File: src/rtl/verifica_fim_jogo_if.sv
// rtl/verifica_fim_jogo_if.sv - scan request, board inputs and result bus of the end-of-game checker
//
// Signals:
//   start          request a scan (driven by the requester)
//   sudokuJogador  committed player board, cell k at bits [CELL_W*k +: CELL_W], MSB first
//   sudokuCompleto solution board, same packing
//   busy           scan in progress
//   done           one-cycle pulse, results valid
//   completo       board fully and correctly filled
//   vazias         number of empty cells
//   erradas        number of filled cells that differ from the solution
// Modports: master = requester side, slave = checker side.
interface verifica_fim_jogo_if #(
  parameter int NUM_CELLS = 81,
  parameter int CELL_W    = 4
);
  logic                          start;
  logic [0:NUM_CELLS*CELL_W-1]   sudokuJogador;
  logic [0:NUM_CELLS*CELL_W-1]   sudokuCompleto;
  logic                          busy;
  logic                          done;
  logic                          completo;
  logic [6:0]                    vazias;
  logic [6:0]                    erradas;

  modport master (
    output start, sudokuJogador, sudokuCompleto,
    input  busy, done, completo, vazias, erradas
  );

  modport slave (
    input  start, sudokuJogador, sudokuCompleto,
    output busy, done, completo, vazias, erradas
  );
endinterface

File: src/rtl/verifica_fim_jogo.sv
// rtl/verifica_fim_jogo.sv - scans player board against solution, one cell per clock
//
// Ports:
//   clk  system clock, rising edge
//   rst  asynchronous active-high reset
//   bus  verifica_fim_jogo_if.slave: start / boards in, busy / done / completo / vazias / erradas out
// A start seen in IDLE snapshots both boards, then NUM_CELLS cells are examined
// (one per edge), then one REPORT edge publishes the counts and pulses done.
module verifica_fim_jogo #(
  parameter int NUM_CELLS = 81,
  parameter int CELL_W    = 4
) (
  input  logic                 clk,
  input  logic                 rst,
  verifica_fim_jogo_if.slave   bus
);

  localparam int BOARD_W = NUM_CELLS * CELL_W;
  localparam int BASE_W  = $clog2(BOARD_W);
  localparam logic [6:0] LAST_IDX = 7'(NUM_CELLS - 1);

  typedef enum logic [1:0] {
    IDLE,
    SCAN,
    REPORT
  } state_t;

  state_t state;
  state_t state_nxt;

  logic [0:BOARD_W-1] buf_jog;
  logic [0:BOARD_W-1] buf_sol;
  logic [6:0]         idx;
  logic [6:0]         cnt_vazias;
  logic [6:0]         cnt_erradas;
  logic [BASE_W-1:0]  base;
  logic [CELL_W-1:0]  cell_jog;
  logic [CELL_W-1:0]  cell_sol;
  logic               last_cell;

  // Current cell from the snapshot buffers (ascending range, so +: starts at the cell MSB).
  always_comb begin
    base      = BASE_W'(int'(idx) * CELL_W);
    cell_jog  = buf_jog[base +: CELL_W];
    cell_sol  = buf_sol[base +: CELL_W];
    last_cell = (idx == LAST_IDX);
  end

  always_ff @(posedge clk or posedge rst) begin
    if (rst) begin
      state <= IDLE;
    end else begin
      state <= state_nxt;
    end
  end

  always_comb begin
    state_nxt = state;
    case (state)
      IDLE:    if (bus.start) state_nxt = SCAN;
      SCAN:    if (last_cell) state_nxt = REPORT;
      REPORT:  state_nxt = IDLE;
      default: state_nxt = IDLE;
    endcase
  end

  // busy covers every edge from the start edge up to and including the REPORT edge.
  assign bus.busy = (state != IDLE);

  always_ff @(posedge clk or posedge rst) begin
    if (rst) begin
      buf_jog      <= '0;
      buf_sol      <= '0;
      idx          <= '0;
      cnt_vazias   <= '0;
      cnt_erradas  <= '0;
      bus.done     <= 1'b0;
      bus.completo <= 1'b0;
      bus.vazias   <= '0;
      bus.erradas  <= '0;
    end else begin
      bus.done <= 1'b0;
      case (state)
        IDLE: begin
          if (bus.start) begin
            buf_jog     <= bus.sudokuJogador;
            buf_sol     <= bus.sudokuCompleto;
            idx         <= '0;
            cnt_vazias  <= '0;
            cnt_erradas <= '0;
          end
        end
        SCAN: begin
          // An empty player cell is never an error, whatever the solution holds.
          if (cell_jog == '0) begin
            cnt_vazias <= cnt_vazias + 7'd1;
          end else if (cell_jog != cell_sol) begin
            cnt_erradas <= cnt_erradas + 7'd1;
          end
          if (!last_cell) begin
            idx <= idx + 7'd1;
          end
        end
        REPORT: begin
          bus.vazias   <= cnt_vazias;
          bus.erradas  <= cnt_erradas;
          bus.completo <= (cnt_vazias == '0) && (cnt_erradas == '0);
          bus.done     <= 1'b1;
        end
        default: ;
      endcase
    end
  end

endmodule

File: src/flat_wrapper.sv
// flat-port wrapper written by rule: the top's interface ports become plain ports
module verifica_fim_jogo_flat 
#(
  parameter int NUM_CELLS = 81,
  parameter int CELL_W    = 4
)
  (clk, rst, bus_start, bus_sudokuJogador, bus_sudokuCompleto, bus_busy, bus_done, bus_completo, bus_vazias, bus_erradas);
  verifica_fim_jogo_if #(.NUM_CELLS(NUM_CELLS), .CELL_W(CELL_W)) bus_i ();
  input  logic clk;
  input  logic rst;
  input wire logic [$bits(bus_i.start)-1:0] bus_start;
  input wire logic [$bits(bus_i.sudokuJogador)-1:0] bus_sudokuJogador;
  input wire logic [$bits(bus_i.sudokuCompleto)-1:0] bus_sudokuCompleto;
  output wire logic [$bits(bus_i.busy)-1:0] bus_busy;
  output wire logic [$bits(bus_i.done)-1:0] bus_done;
  output wire logic [$bits(bus_i.completo)-1:0] bus_completo;
  output wire logic [$bits(bus_i.vazias)-1:0] bus_vazias;
  output wire logic [$bits(bus_i.erradas)-1:0] bus_erradas;
  assign bus_i.start = bus_start;
  assign bus_i.sudokuJogador = bus_sudokuJogador;
  assign bus_i.sudokuCompleto = bus_sudokuCompleto;
  assign bus_busy = bus_i.busy;
  assign bus_done = bus_i.done;
  assign bus_completo = bus_i.completo;
  assign bus_vazias = bus_i.vazias;
  assign bus_erradas = bus_i.erradas;
  verifica_fim_jogo #(.NUM_CELLS(NUM_CELLS), .CELL_W(CELL_W)) u_core (.clk(clk), .rst(rst), .bus(bus_i));
endmodule
File: config.mk
export PLATFORM = sky130hd
export DESIGN_NAME = verifica_fim_jogo_flat
export DESIGN_NICKNAME = d
export VERILOG_FILES = /design/src/rtl/verifica_fim_jogo_if.sv /design/src/rtl/verifica_fim_jogo.sv /design/src/flat_wrapper.sv
export SDC_FILE = /design/constraint.sdc
export NUM_CORES = 1
export LEC_CHECK = 0
export BUFFER_PORTS_ARGS = -buffer_cell sky130_fd_sc_hd__buf_2
export CORE_AREA = 2 2 263 265
export DETAILED_ROUTE_END_ITERATION = 8
export DIE_AREA = 0 0 265 267
export PLACE_DENSITY = 0.69
export SLEW_MARGIN = 10
export SYNTH_ARGS = -nofsm -noshare
export SYNTH_HDL_FRONTEND = slang
export SYNTH_SLANG_ARGS = --single-unit
File: constraint.sdc
create_clock -name clk -period 41.8 [get_ports clk]
set_input_delay 4.18 -clock clk [delete_from_list [all_inputs] [get_ports clk]]
set_output_delay 4.18 -clock clk [all_outputs]
set_load 0.02 [all_outputs]
---- After elaboration in Yosys (flattened, before gate mapping) ----
Index checks and enable logic that the tools add are counted.
word-level totals
  bits in registers ....................... 687
  bits of input ports ..................... 651
cells by class
  reduce and logical (&&, ||, !) cells .... 12
  bitwise logic cells ..................... 1
  $add $sub $neg .......................... 3
  multiplexer cells ....................... 12
  eq/ne operators ......................... 10
  shifts and indexed selects .............. 2
operator list
  operator                                       number
  variable part select 324 x 10 -> 325 bit       2
  case mux 7 bit (2 select lines)                3
  two-way mux 7 bit                              5
  adder 7 x 1 -> 7 bit, second input constant    3
  logical NOT 7 bit                              2
  inverter 9 -> 10 bit                           1
  == test 7 bit, second input constant           1
  != test 2 x 1 -> 1 bit, second input constant  3
  != test 2 bit, second input constant           3
  AND reduction 3 bit                            2
  logical NOT 4 bit                              1
  two-way mux 2 bit                              2
  != test 4 bit                                  1
  case mux 2 bit (2 select lines)                1
  AND reduction 2 bit                            2
  AND reduction 4 bit                            1
  nonzero test 2 bit                             2
  == test 2 x 1 -> 1 bit, second input constant  1
  == test 2 bit, second input constant           1
  logical NOT 2 bit                              1
  logical AND 1 bit                              1
  two-way mux 1 bit                              1

---- Logic depth before layout (Yosys ltp) ----
Gate-level depths: netlist of run 1.
  depth after elaboration ................. 6
  gate-level depth with buffers ........... 14

---- Worst setup path after synthesis of run 1 ----
No wires, ideal clock.
  path type ............................... input -> register
  from .................................... input bus_start
  to ...................................... register u_core.buf_sol[15] (netlist name)
  cell stages on the path ................. 6
  library setup time ...................... 0.125 ns
  arrival ................................. 5.483 ns
  slack ................................... 36.192 ns
  cells stage by stage .................... nor2_1 > nor2_1 > nand2_1 > clkbuf_1 > clkbuf_1 > mux2_2
between the ends
  longest elaborated chain between the ends .. 1
ends and longest elaborated chain
  what                                  line                     RTL
  from (decl)                           flat_wrapper.sv:11       input wire logic [$bits(bus_i.start)-1:0] bus_start;
  AND reduction 2 bit (no source line)  --
  to (signal assigned)                  verifica_fim_jogo.sv:87  buf_sol <= bus.sudokuCompleto;
  to (decl)                             verifica_fim_jogo.sv:32  logic [0:BOARD_W-1] buf_sol;
Every way passes these cells.
A chain may end at the register's enable or synchronous reset.

---- Worst setup path in the final report of run 1 ----
  from .................................... input bus_start
  to ...................................... register u_core.buf_sol[209] (netlist name)
The elaborated chain is that of the path after synthesis.

==> metrics.cfg, run 1 <==
[worst_setup_path]
cp.arrival_ns=8.74
worstSetupPathType=in2reg
crit_path_end=u_core.buf_sol[209]
cp_max_fo=210
cp_slowest_cell=buf_4
r2r_slack_ns=36.60
slowest_delay_ns=0.94
startpoint=bus_start
reg2reg_to=u_core.buf_sol[209]
r2r_cells=6
end_kind=flop
r2r-start=u_core.state[1]
required_ns=42.29
start_kind=input pin
crit_chain=buf_2 -> nor2_1 -> nor2_1 -> nand2_4 -> buf_12 -> buf_12 -> buf_4 -> mux2_2

[detailed_routing]
via_count=20400
dr.pass1.iters=5
vias_per_cell=5.56
drc=0
top_layer_used=met5
m1WireLength_mm=37.1
wl_per_cell_um=25.2
wl_mm=92.5
drtIter0Drc=1309
wl_met2_mm=46.3
dr_wl_met3_mm=5.45
drtAntennaViolNets=0

[clock_network]
cts.sinks=687
cts.path.max_buffers=3
cts_tree=built
numCtsBuffers=76
h-tree-depth=3
post-cts-setup-buffers=0
hold_buffers=0
clock_latency_ns=0.60
cts_resized=0
clk_pin_slew_ns=0.06
cts_root_buf=clkbuf_16

[floorplanning]
num_rows=96
coreArea_sq_um=68000
die_area_sq_um=70800
die_x_um=265
start_util_pct=46.0
io-pin-count=668
dieHeight_um=267

[layout]
area_delta_synth_final_pct=21.5
fillCellCount=5594
multi_input_area_sq_um=13300
seqCellArea_sq_um=17200
drive_above_1_share_pct=59.4
nets=3345

[hold_path]
holdCritPathClass=reg2reg

[synthesis]
synth_edf_count=0
synth_cell_types=61
synth_seq_cells=687
yosysSeqAreaShare_pct=55.0
synth_cells=2052
synthTopCellsByArea=dfrtp_1, mux2_2, mux4_2
synthTopCellsByCount=dfrtp_1, mux2_2, mux4_2
synthArstFlopShare_pct=100
synth_top_area_cell=dfrtp_1
synthFlopType=dfrtp_1
yosysMostFrequentCell=dfrtp_1
synth_area_sq_um=31300
yosys_warnings=0
syn-mean-instance-area_sq_um=15.2
synth_top_area_share_pct=55.0
synthesis.nets=2709

[sta]
slew_headroom_pct=10.2
rsz0062_at_grt=no
setup_viol=0
slew_violations=0
timing_hold_violations_final=0
period_share_pct=19.7
fin_skew_ns=0.0166
period_needed_ns=8.24
fmax_ghz=0.121
tns_ns=0
worst_slew_pin_slew_ns=1.35
timing.final.ws_setup_ns=33.56

[placed_design]
place_ws_ns=33.08
gp_congestion=0.855
dpl.hpwl_mm=67.1
io_buffers=667

[global_route]
grt_pass1_vias=22400
grt_max_degree=211
grt-ovfl-total=0
antenna_found_initial=64
grt_first_pass_wirelength_mm=137
grt_use_total_pct=26.0

[power]
pwr_density_cell_nw_per_um2=36.9
max-vdd-ir-drop_mv=0.0282
p_leak_nw=19.4

[job]
max_cap_violations=0

[outcome]
status=finished clean

## cells in the final DEF (no fill, tap or decap), types with 4 or more instances in the layout
cell,n
clkinv_2,16
clkbuf_1,13
nor2_1,34
nor2b_1,17
clkbuf_8,15
buf_2,667
mux4_2,124
inv_1,8
a221oi_1,6
o21ai_0,17
and3_1,5
bufinv_16,9
a22o_1,6
and2_1,4
a41oi_1,6
o211ai_1,7
mux2i_1,92
clkbuf_16,76
nand3_1,20
a2111oi_0,4
xnor2_1,8
a211oi_1,7
ha_1,6
mux2_2,668
a21oi_1,18
buf_4,22
diode_2,45
a31oi_1,6
buf_12,4
nand2b_1,6
dfrtp_1,684
nor4_1,4
nand2_1,63
a22oi_1,43
## power breakdown
part,leakage [nW],internal (mW),switching (mW)
Combinational,8.53,0.0221,0.0231
Clock,1.28,0.418,0.272
Sequential,9.57,0.665,0
Total,19.4,1.11,0.295
## worst min path at each step
| stage | from | end | slack, ns | depth (start not counted) |
|---|---|---|---|---|
| 4_1_cts | u_core.bus.completo | u_core.bus.completo | 0.48 | 2 |
| 3_5_place_dp | u_core.bus.completo | u_core.bus.completo | 0.47 | 2 |
| 5_1_grt | u_core.buf_sol[154] | u_core.buf_sol[154] | 0.51 | 1 |
| 3_3_place_gp | u_core.bus.completo | u_core.bus.completo | 0.46 | 2 |
| 6_report | u_core.bus.completo | u_core.bus.completo | 0.47 | 2 |
| 2_1_floorplan | u_core.buf_jog[171] | u_core.buf_jog[171] | 0.47 | 1 |
## per-layer routing
metal | global-route usage [%] | vias up
li1 | - | 8977
met1 | 32.3 | 10500
met2 | 43.5 | 670
met3 | 6.01 | 215
met4 | 11.6 | 36
met5 | 0 | -
## critical path, delay by kind of cell
family / cells / cell delay [ns]
buf+inv: 4 / 2.41
mux: 1 / 0.43
simple gates: 3 / 0.99
## flip-flops by register name, summed over array words and instances (netlist names)
| name | count |
|---|---|
| u_core.cnt_vazias | 7 |
| u_core.cnt_erradas | 7 |
| u_core.buf_jog | 324 |
| u_core.bus.erradas | 7 |
| u_core.state | 2 |
| u_core.bus.completo | 1 |
| u_core.idx | 7 |
| u_core.bus.done | 1 |
| u_core.buf_sol | 324 |
| u_core.bus.vazias | 7 |
## final cells by class
class,count,share of cell area [%]
tap,882,2.91
inverter,13,0.148
multi-input combinational,1217,35.1
clock inverter,32,1.14
timing repair buffer,693,9.43
antenna,45,0.296
clock buffer,104,5.68
sequential,687,45.3
## cells by family (layout without fill, tap and decap cells)
family	count (synthesis)	after routing	synth area share, %
muxes	886	886	36.1
other	0	45	0
buffers and inverters	148	842	2.35
DFF	687	687	55.0
AOI/OAI and AO/OA	136	136	3.13
and+or+nand+nor	179	179	2.87
xor gates and xnor gates	10	10	0.280
adders and majority gates	6	6	0.240
## per-stage QoR
step | util [%] | cell area (sq um) | hold slack (ns) | std cells | total power [mW]
finish | 55.9 | 38000 | 0.475 | 3673 | 1.40
global route | 55.9 | 38000 | 0.511 | 3669 | 1.45
CTS | 55.7 | 37900 | 0.481 | 3628 | 1.42
detailed placement | 51.9 | 35300 | 0.468 | 3492 | 0.724
global placement | 51.9 | 35300 | 0.464 | 3492 | 0.722
floorplan | - | 31300 | 0.470 | 2052 | 0.688
No activity file was read; power rests on OpenSTA's default activity.
==> inputs of run 2 (changes only) <==
- CORE_AREA: 2 2 263 265 -> 2 2 256 258
- DIE_AREA: 0 0 265 267 -> 0 0 258 260
- PLACE_DENSITY: 0.69 -> 0.72
- clock period: 41.8 -> 8.3 ns (I/O delays scaled with it)
==> run 2 against run 1 <==
Against the previous run:
- clock-buffer cell count is 7 higher
- final cell count is 0.46% lower
- worst setup slack worse by 30 ns
- core utilization is 3.3 points higher
- combinational power grew to 5.0 times the previous value
- via count is 1.6% higher
- total power grew to 5.1 times the previous value
- critical path depth is 2 higher
- clock skew is 0.0059 ns higher
- hold slack worse by 0.20 ns
- flip-flop and latch count stayed put
==> metrics.cfg, run 2 (synthesis gave the netlist of run 1 again) <==
[outcome]
status=finished clean

[layout]
largestRegisters=u_core.buf_jog: 324 flops, u_core.buf_sol: 324 flops
layout_common_cells=dfrtp_1, mux2_2, buf_2, mux4_2, mux2i_1
layout_commonest_cell=dfrtp_1
fillCellCount=5081
drive_above_1_share_pct=59.4
area_delta_synth_final_pct=21.5
nets=3339
final_cells=3656

[sta]
fin_skew_ns=0.0225
timing.final.ws_setup_ns=3.15
slew_headroom_pct=16.9
setup_viol=0
hold_slack_ns=0.279
worst_slew_pin_slew_ns=1.24
slew_violations=0
tns_ns=0
period_needed_ns=5.15
fmax_ghz=0.194
rsz0062_at_grt=no
period_share_pct=62.0
timing_hold_violations_final=0

[floorplanning]
io-pin-count=668
die_area_sq_um=67100
coreArea_sq_um=64100
die_x_um=258
num_rows=93
dieHeight_um=260
start_util_pct=48.7

[detailed_routing]
drc=0
wl_mm=96.0
drtIter0Drc=1688
wl_per_cell_um=26.3
via_count=20700
drtAntennaViolNets=0
dr.pass1.iters=5
vias_per_cell=5.67

[job]
max_cap_violations=0

[worst_setup_path]
r2r_slack_ns=3.15
reg2reg_to=u_core.cnt_vazias[5]
required_ns=8.76
cp_max_fo=46
r2r_cells=10
worstSetupPathType=reg2reg
start_kind=flop
cp.arrival_ns=5.60
r2r-start=u_core.idx[0]
end_kind=flop

[clock_network]
clock_latency_ns=0.61
clk_pin_slew_ns=0.06
cts_resized=0
numCtsBuffers=76
hold_buffers=0
cts_root_buf=clkbuf_16
h-tree-depth=3
cts.path.max_buffers=3
cts_tree=built
cts.sinks=687
post-cts-setup-buffers=0

[hold_path]
holdCritPathClass=in2async

[placed_design]
dpl.hpwl_mm=70.6
io_buffers=667
dp_cells=3459
gp_congestion=0.920
place_ws_ns=3.15

[power]
p_leak_nw=19.4
total_power_mw=7.08
pwr_density_cell_nw_per_um2=186
max-vdd-ir-drop_mv=0.152

[global_route]
grt_use_total_pct=28.2
grt_first_pass_wirelength_mm=140
grt_max_degree=219
grt-ovfl-total=0
antenna_found_initial=71
grt_pass1_vias=22200

-- run 2: changes by cell type in the layout (fill, tap and decap cells not counted), sizes merged --
cell,change
clkinv,-3
bufinv,-4
inv,-1
buf,-6
clkbuf,+7
diode,+17
-- run 2: critical path: stages (launching register included) --
cell and delay, ns:
dfrtp_4 0.97, buf_4 0.76, nor2b_1 0.32, nand2_1 0.13, a41oi_1 0.21, a2111oi_0 1.11, a211oi_2 0.17, nand4b_2 0.35
nand2_1 0.25, nor2_1 0.57, nor2_1 0.12
-- run 2: final cells by class --
cell class / count / area [sq um] / share of cell area (%)
well taps: 855 / 1070 / 2.82
clock inverters: 24 / 282 / 0.741
flip-flops and latches: 687 / 17200 / 45.3
clock buffers: 111 / 2330 / 6.13
diodes: 62 / 155 / 0.409
multi-input cells: 1217 / 13300 / 35.1
inverters: 13 / 52.6 / 0.138
repair buffers: 687 / 3540 / 9.32
-- run 2: worst max path at each step --
stage	startpoint	to	slack, ns	cells after the start
3_3_place_gp	u_core.idx[0]	u_core.cnt_vazias[5]	3.21	10
4_1_cts	u_core.idx[0]	u_core.idx[3]	3.15	10
6_report	u_core.idx[0]	u_core.cnt_vazias[5]	3.15	10
3_5_place_dp	u_core.idx[0]	u_core.idx[3]	3.15	10
5_1_grt	u_core.idx[0]	u_core.idx[3]	2.87	10
2_1_floorplan	rst	u_core.buf_jog[0]	-1.93	1
-- run 2: where the power goes --
group / switching (mW) / internal [mW]
clock: 1.40 / 2.10
combinational: 0.115 / 0.112
sequential: 0 / 3.35
-- run 2: metal layers --
layer / global-route usage, % / vias up / wire length (um)
met5: 0 / - / 125
met2: 46.8 / 680 / 48400
met1: 35.8 / 10900 / 38500
met3: 6.19 / 187 / 5610
met4: 12.4 / 24 / 3330
li1: - / 8988 / -
-- run 2: stage by stage --
step | util, % | area, sq um
finish | 59.2 | 38000
CTS | 59.0 | 37800
detailed placement | 54.9 | 35200
global placement | 54.9 | 35200
floorplan | - | 31300
global route | 59.2 | 37900
==> inputs of run 3 (changes only) <==
- CORE_AREA: 2 2 256 258 -> 2 2 261 263
- DIE_AREA: 0 0 258 260 -> 0 0 263 265
- PLACE_DENSITY: 0.72 -> 0.73
- clock period: 8.3 -> 4.2 ns (I/O delays scaled with it)
==> run 3 against run 2 <==
Against the previous run:
- critical path type unchanged
- die area grew 3.9%
- total power grew 99%
- highest routed layer unchanged
- sequential share of layout area shrank 2.5 points
==> metrics.cfg, run 3 (synthesis gave the netlist of run 1 again) <==
[floorplanning]
num_rows=95
start_util_pct=46.8
die_area_sq_um=69700
dieHeight_um=265
io-pin-count=668
die_x_um=263
coreArea_sq_um=66800

[sta]
slew_violations=0
fmax_ghz=0.256
timing_hold_violations_final=0
setup_viol=0
fin_skew_ns=0.0299
rsz0062_at_grt=no
hold_slack_ns=0.0198
slew_headroom_pct=21.8
worst_slew_pin_slew_ns=1.17
period_needed_ns=3.90
timing.final.ws_setup_ns=0.296
period_share_pct=93.0
tns_ns=0

[power]
max-vdd-ir-drop_mv=0.288
pwr_density_cell_nw_per_um2=351
total_power_mw=14.1
p_leak_nw=20.4

[global_route]
grt_pass1_vias=23800
grt_max_degree=129
grt_use_total_pct=28.1
grt-ovfl-total=0
grt_first_pass_wirelength_mm=147
antenna_found_initial=50

[worst_setup_path]
end_kind=flop
cp_max_fo=18
startpoint=u_core.idx[0]
cp.arrival_ns=4.42
r2r-start=u_core.idx[0]
required_ns=4.71
worstSetupPathType=reg2reg
start_kind=flop

[hold_path]
holdCritPathClass=in2reg
worstHoldStart=bus_sudokuJogador[212]

[detailed_routing]
vias_per_cell=5.59
drc=0
wl_per_cell_um=25.5
drtAntennaViolNets=0
dr.pass1.iters=6
drtIter0Drc=1703
wl_mm=98.8
via_count=21600

[clock_network]
clk_pin_slew_ns=0.06
clock_latency_ns=0.64
numCtsBuffers=76
cts_root_buf=clkbuf_16
h-tree-depth=3
cts_tree=built
cts.sinks=687
cts.path.max_buffers=3

[placed_design]
io_buffers=667
placedInstanceArea_sq_um=35800
dp_cells=3536
dpl.hpwl_mm=73.1
place_ws_ns=0.204
gp_congestion=0.908

[outcome]
status=finished clean

[layout]
final_cells=3869
nets=3562
fin_util_pct=60.1
drive_above_1_share_pct=56.9
largestRegisters=u_core.buf_jog: 324 flops, u_core.buf_sol: 324 flops
final_area_sq_um=40200
layout_commonest_cell=dfrtp_1
area_delta_synth_final_pct=28.5
layout_common_cells=dfrtp_1, mux2_2, buf_2, dlygate4sd3_1, mux4_2

[job]
max_cap_violations=0

[run 3: worst paths after layout]
path / cells past startpoint / slack (ns) / to
worst min-delay path: 2 / 0.02 / u_core.buf_jog[111]
min in group asynchronous: 3 / 0.52 / u_core.buf_jog[174]
worst min register to register: 2 / 0.49 / u_core.bus.vazias[0]
max in group asynchronous: 4 / 2.47 / u_core.buf_jog[35]
worst max register to register: 10 / 0.30 / u_core.cnt_erradas[3]
worst max-delay path: 10 / 0.30 / u_core.cnt_erradas[3]
[run 3: power by group]
part | internal, mW | total (mW) | switching (mW)
Clock | 3.99 | 6.85 | 2.86
Sequential | 6.62 | 6.62 | 0
Combinational | 0.332 | 0.626 | 0.294
Total | 10.9 | 14.1 | 3.16
[run 3: what timing repair did]
item | in CTS | in global routing
hold buffers | 163 | 0
setup endpoints to repair | 0 | 4
setup buffers | 0 | 1
hold endpoints to repair | 169 | 0
resized for setup | 0 | 0
[run 3: final cells by class]
| class | instances | area [sq um] |
|---|---|---|
| diodes | 33 | 82.6 |
| fillers | 5161 | 26600 |
| repair buffers | 910 | 5810 |
| inverters | 13 | 52.6 |
| flip-flops and latches | 687 | 17200 |
| well taps | 873 | 1090 |
| clock buffers | 104 | 2180 |
| multi-input cells | 1217 | 13300 |
| clock inverters | 32 | 392 |
[run 3: layer usage]
| metal | global-route usage [%] | share of wire, % |
|---|---|---|
| met2 | 47.5 | 50 |
| met3 | 6.25 | 6.3 |
| met5 | 0 | 0.18 |
| met4 | 12.1 | 3.9 |
| met1 | 35.0 | 39 |
[run 3: critical path, stage by stage (launching register included)]
cell	delay, ns
dfrtp_4	0.52
buf_4	0.41
inv_2	0.35
mux4_2	0.45
nor2_1	0.04
nor4_1	0.73
a211oi_2	0.15
xor2_1	0.26
nand4_2	0.32
nor4b_1	0.26
a211o_1	0.28
